**src/rtl/spi_slave_device.sv**
```systemverilog
// spi_slave_device: SPI mode-0 responder for BITS-wide frames, MSB first.
// SCK, MOSI and CSbar are oversampled in the SYS_CLK domain. The transmit
// word is popped from a FIFO-style source when a frame starts. The received
// word is presented on DATA_RX with a one-cycle RX_FIN strobe.
//
// Ports:
//   SYS_CLK, reset      system clock, asynchronous active-high reset
//   SCK, MOSI, CSbar    SPI pins from the master (SCK <= SYS_CLK/8)
//   MISO, MISO_OE       serial data to the master, plus its drive enable
//   DATA_TX, TX_VALID   transmit word source (dout, ~empty)
//   TX_RD               one-cycle pop to the source
//   DATA_RX, RX_FIN     last complete received word, one-cycle update strobe
//   BUSY                state is not IDLE
//   UNDERRUN            sticky: a frame started with no word available
//   FRAME_ERR           one-cycle pulse when CSbar rose mid-frame
module spi_slave_device #(
  parameter int BITS = 16
) (
  input  logic            SYS_CLK,
  input  logic            reset,
  input  logic            SCK,
  input  logic            MOSI,
  input  logic            CSbar,
  output logic            MISO,
  output logic            MISO_OE,
  input  logic [BITS-1:0] DATA_TX,
  input  logic            TX_VALID,
  output logic            TX_RD,
  output logic [BITS-1:0] DATA_RX,
  output logic            RX_FIN,
  output logic            BUSY,
  output logic            UNDERRUN,
  output logic            FRAME_ERR
);
  localparam int CW = $clog2(BITS) + 1;

  typedef enum logic [1:0] {IDLE, SHIFT, DONE} state_e;

  state_e          state_q, state_d;
  // [0],[1] synchronise, [2] is the previous synchronised value for edges.
  logic [2:0]      sck_q, cs_q;
  // MOSI is only sampled, never edge-detected, so two stages suffice.
  logic [1:0]      mosi_q;
  // Fills with ones after reset; once fill_q[1] is set, cs_q[1] holds a
  // real pin sample rather than its reset value.
  logic [1:0]      fill_q;
  logic            armed_q;
  logic [BITS-1:0] tx_q, tx_d, rx_q, rx_d, data_rx_q, data_rx_d;
  logic [CW-1:0]   cnt_q, cnt_d;
  logic            tx_rd_q, tx_rd_d, rx_fin_q, rx_fin_d;
  logic            und_q, und_d, ferr_q, ferr_d;

  logic            sck_rise, sck_fall, cs_rise, cs_fall;
  logic [BITS-1:0] rx_next;

  assign sck_rise = sck_q[1] & ~sck_q[2];
  assign sck_fall = ~sck_q[1] & sck_q[2];
  assign cs_rise  = cs_q[1] & ~cs_q[2];
  // A fall is only honoured once CSbar has genuinely been seen high, so a
  // frame in progress at reset release is never joined.
  assign cs_fall  = ~cs_q[1] & cs_q[2] & armed_q;
  assign rx_next  = {rx_q[BITS-2:0], mosi_q[1]};

  always_ff @(posedge SYS_CLK or posedge reset) begin
    if (reset) begin
      sck_q     <= '0;
      mosi_q    <= '0;
      cs_q      <= '1;
      fill_q    <= '0;
      armed_q   <= 1'b0;
      state_q   <= IDLE;
      tx_q      <= '0;
      rx_q      <= '0;
      data_rx_q <= '0;
      cnt_q     <= '0;
      tx_rd_q   <= 1'b0;
      rx_fin_q  <= 1'b0;
      und_q     <= 1'b0;
      ferr_q    <= 1'b0;
    end else begin
      sck_q     <= {sck_q[1:0], SCK};
      mosi_q    <= {mosi_q[0], MOSI};
      cs_q      <= {cs_q[1:0], CSbar};
      fill_q    <= {fill_q[0], 1'b1};
      armed_q   <= armed_q | (fill_q[1] & cs_q[1]);
      state_q   <= state_d;
      tx_q      <= tx_d;
      rx_q      <= rx_d;
      data_rx_q <= data_rx_d;
      cnt_q     <= cnt_d;
      tx_rd_q   <= tx_rd_d;
      rx_fin_q  <= rx_fin_d;
      und_q     <= und_d;
      ferr_q    <= ferr_d;
    end
  end

  always_comb begin
    state_d   = state_q;
    tx_d      = tx_q;
    rx_d      = rx_q;
    data_rx_d = data_rx_q;
    cnt_d     = cnt_q;
    tx_rd_d   = 1'b0;
    rx_fin_d  = 1'b0;
    und_d     = und_q;
    ferr_d    = 1'b0;
    case (state_q)
      IDLE: begin
        if (cs_fall) begin
          if (TX_VALID) begin
            tx_d    = DATA_TX;
            tx_rd_d = 1'b1;
          end else begin
            tx_d  = '0;
            und_d = 1'b1;
          end
          cnt_d   = '0;
          state_d = SHIFT;
        end
      end
      SHIFT: begin
        // CSbar rise wins over any SCK edge seen in the same cycle.
        if (cs_rise) begin
          ferr_d  = 1'b1;
          state_d = IDLE;
        end else if (sck_rise) begin
          rx_d  = rx_next;
          cnt_d = cnt_q + 1'b1;
          if (cnt_q == CW'(BITS - 1)) begin
            data_rx_d = rx_next;
            rx_fin_d  = 1'b1;
            state_d   = DONE;
          end
        end else if (sck_fall && cnt_q != '0 && cnt_q < CW'(BITS)) begin
          // Mode 0: the next bit is presented on the falling edge; the
          // first bit was loaded at frame start.
          tx_d = tx_q << 1;
        end
      end
      DONE: begin
        if (cs_rise) state_d = IDLE;
      end
      default: state_d = IDLE;
    endcase
  end

  assign MISO      = (state_q == SHIFT) & tx_q[BITS-1];
  assign MISO_OE   = (state_q != IDLE);
  assign BUSY      = (state_q != IDLE);
  assign TX_RD     = tx_rd_q;
  assign DATA_RX   = data_rx_q;
  assign RX_FIN    = rx_fin_q;
  assign UNDERRUN  = und_q;
  assign FRAME_ERR = ferr_q;
endmodule

```
**config.mk**
```make
export PLATFORM = sky130hd
export DESIGN_NAME = spi_slave_device
export DESIGN_NICKNAME = d
export VERILOG_FILES = /design/src/rtl/spi_slave_device.sv
export SDC_FILE = /design/constraint.sdc
export NUM_CORES = 1
export LEC_CHECK = 0
export CORE_MARGIN = 1.5
export CORE_UTILIZATION = 50
export CTS_BUF_LIST = sky130_fd_sc_hd__clkbuf_2 sky130_fd_sc_hd__clkbuf_4 sky130_fd_sc_hd__clkbuf_8
export DETAILED_ROUTE_END_ITERATION = 8
export GPL_TIMING_DRIVEN = 1
export HOLD_SLACK_MARGIN = 0.02
export PLACE_DENSITY = 0.78
export SLEW_MARGIN = 10
export SYNTH_ARGS = -nofsm -noshare
export SYNTH_HDL_FRONTEND = slang
export SYNTH_SLANG_ARGS = --single-unit
```
**constraint.sdc**
```tcl
create_clock -name SYS_CLK -period 2.3 [get_ports SYS_CLK]
set_clock_uncertainty 0.05 [all_clocks]
set_input_delay 0.575 -clock SYS_CLK [delete_from_list [all_inputs] [get_ports SYS_CLK]]
set_output_delay 0.575 -clock SYS_CLK [all_outputs]
set_load 0.01 [all_outputs]
```
==> results_dict.tcl <==
set metrics [dict create \
    diodes 0 \
    netlist_instances 199 \
    synth_top_family_by_area "multiplexers" \
    clk_pin_slew_ns 0.07 \
    synthMuxAreaShare 0.132 \
    ys_async_sr_fraction 1.00 \
    clock-sinks 69 \
    pin_count 45 \
    cp-end-kind "primary output" \
    r2r_setup_slack_ns 0.15 \
    required_ns 1.67 \
    grt-ovfl-total 0 \
    cp_max_fo 3 \
    core_area_sq_um 5440 \
    synth.distinct_cells 41 \
    syn_area_per_cell_sq_um 14.1 \
    synth_simple_gate_area_frac 0.0694 \
    core.rowCount 27 \
    synth_seq_area_share 0.619 \
    cp_slowest_cell "clkdlybuf4s50_1" \
    ys.flop_type "dfrtp_1" \
    r2r_start "cnt_q[0]" \
    synth-xor-area-share 0 \
    p_total_mw 3.14 \
    portBuffers 44 \
    multi_input_area_sq_um 980 \
    netlist.area_leader.share 0.591 \
    dp.cells 308 \
    area_delta_synth_final_pct 28.1 \
    fin_crit_ns 2.18 \
    cp-startpoint "state_q[1]" \
    critical-path-top-delay-family "buffers and inverters" \
    finalWorstSetupSlack_ns 0.124 \
    start_kind "flop" \
    cts_max_path_buffers 2 \
    cts_buffers 9 \
    path_buf_inv 1 \
    cts_tree "built" \
    nets 273 \
    synth-edff-count 0 \
    place.gp.congestion 0.815 \
    drtPass1Iterations 4 \
    synth_largest_area_cell "dfrtp_1" \
    fmax_ghz 0.460 \
    totalWireLength_mm 4.92 \
    ys_seq_elements 69 \
    fin_tns_setup_ns 0 \
    die_x_um 77.8 \
    leakage_nw 1.66 \
    first_global_vias 1702 \
    dp_hpwl_mm 3.06 \
    detail_route.wl_per_cell_um 15.2 \
    postRouteAntennaNets 0 \
    endpoint "MISO" \
    relSlewSlack 0.319 \
    rsz0062_at_grt "no" \
    ir_drop_uv 570 \
    cp_cell_sequence "nor2b_2 -> and2_1 -> clkdlybuf4s50_1" \
    setup_viol 0 \
    grt_pass1_wl_mm 8.22 \
    hold_class "flop to flop" \
    htree_levels 3 \
    hold_viol_final 0 \
    grt_usage 0.180 \
    drive_gt1_frac 0.253 \
    syn_area_sq_um 2800 \
    cpPeakStageDelay_ns 0.53 \
    synth_compound_area_frac 0.130 \
    viasPerCell 5.29 \
    regArea_sq_um 1730 \
    grt_start_max_net_pins 70 \
    nFillCells 414 \
    critPathKind "flop to primary output" \
    status "completed" \
    synthTopCellsByArea "dfrtp_1 (59%), mux2_2 (12%), a22o_1 (9.4%)" \
    cp.depth 3 \
    antenna_found_initial 0 \
    vias 1720 \
    maxCapViolCount 0 \
    clock-root-buffer "clkbuf_8" \
    fin_cells 325 \
    worstSkewPairLatency_ns 0.34 \
    syn_nets 224 \
    slew_viol_final 0 \
    ff2ff_path_depth 6 \
    dieArea_sq_um 6050 \
    start_util 0.514 \
    arrival_ns 1.55 \
    p_per_area_nw_per_um2 876 \
    synthAdderAreaFrac 0.0134 \
    die_h_um 77.8 \
    place_ws_ns -0.104 \
    drcViolationCount 0 \
    yosysWarnings 0 \
    fin_crit_sh 0.946 \
    r2r_end "tx_q[13]" \
    drt-initial-drc-count 98 \
    tightest_slew_ns 1.02 \
]
==> worst min-delay path by stage <==
stage | end | start | depth (start not counted)
CTS | fill_q[1] | fill_q[0] | 0
global placement | mosi_q[1] | mosi_q[0] | 0
finish | fill_q[1] | fill_q[0] | 0
detailed placement | fill_q[1] | fill_q[0] | 0
floorplan | fill_q[1] | fill_q[0] | 0
global route | fill_q[1] | fill_q[0] | 0
==> through the flow <==
step / hold WS, ns / area, sq um / util
after global placement: 0.283 / 3310 / 0.608
after CTS: 0.305 / 3570 / 0.656
after floorplan: 0.281 / 2800 / -
after global routing: 0.308 / 3580 / 0.659
final: 0.303 / 3580 / 0.659
after detailed placement: 0.289 / 3310 / 0.608
==> per-layer routing <==
metal | vias up | part of all wire | global-route usage | routed length [um]
li1 | 827 | - | - | -
met5 | - | 0 | 0 | 0
met3 | 10 | 0.063 | 0.0659 | 310
met1 | 836 | 0.46 | 0.244 | 2270
met2 | 47 | 0.45 | 0.257 | 2240
met4 | 0 | 0.021 | 0.0818 | 102
==> synth_stat cells, types with 2 or more instances <==
master and instances:
a21boi_0 2, a22o_1 30, buf_2 6, buf_6 2, clkbuf_1 3, dfrtp_1 66
dfstp_2 3, ha_1 3, inv_1 7, mux2_2 31, mux2i_1 2, nand2_1 4
nand2b_1 4, nand3_1 2, nand3b_1 2, nor2_1 5, nor2b_1 2, o31ai_1 2
==> cell type report <==
type / instances / area share
Timing Repair Buffer: 50 / 0.139
Clock inverter: 4 / 0.0265
Multi-Input combinational cell: 111 / 0.273
Tap cell: 72 / 0.0251
Inverter: 7 / 0.00838
Clock buffer: 12 / 0.0443
Sequential cell: 69 / 0.483
==> sequential cells by signal, indices dropped and copies added (netlist names), 2 cells and up <==
signal and flops:
DATA_RX 16, tx_q 16, rx_q 15, cnt_q 5, cs_q 3, sck_q 3, fill_q 2, mosi_q 2
state_q 2
==> power breakdown <==
part / switching [mW] / total, mW / internal, mW
sequential: 0.105 / 1.48 / 1.37
clock: 0.427 / 1.22 / 0.790
combinational: 0.206 / 0.444 / 0.238
total: 0.738 / 3.14 / 2.40
==> placed cells by master (no fill, tap or decap), types with 2 or more instances in the layout <==
cell type / netlist / routed
clkbuf_8: 0 / 11
nor2_1: 5 / 5
nand2b_1: 4 / 4
buf_4: 1 / 5
bufinv_16: 0 / 3
dfstp_2: 3 / 3
mux2_2: 31 / 31
inv_1: 7 / 6
a22o_1: 30 / 30
mux2i_1: 2 / 2
ha_1: 3 / 3
o31ai_1: 2 / 2
dfrtp_1: 66 / 65
nand3b_1: 2 / 2
a21boi_0: 2 / 2
nand3_1: 2 / 2
clkdlybuf4s50_1: 0 / 44
nand2_1: 4 / 4
==> cell families (layout without fill, tap and decap cells) <==
kind of cell | Yosys count | after routing
AOI/OAI and AO/OA | 43 | 43
DFF | 69 | 69
adders and majority gates | 3 | 3
buffers and inverters | 19 | 73
muxes | 33 | 33
other | 1 | 1
and+or+nand+nor | 31 | 31
==> what timing repair did <==
item / 4_1_cts / 5_1_grt
hold buffers: 0 / 0
buffers inserted: 0 / 1
endpoints found under the setup margin: 1 / 14
resized for setup: 2 / 1
Power figures use the tool's default switching activity.
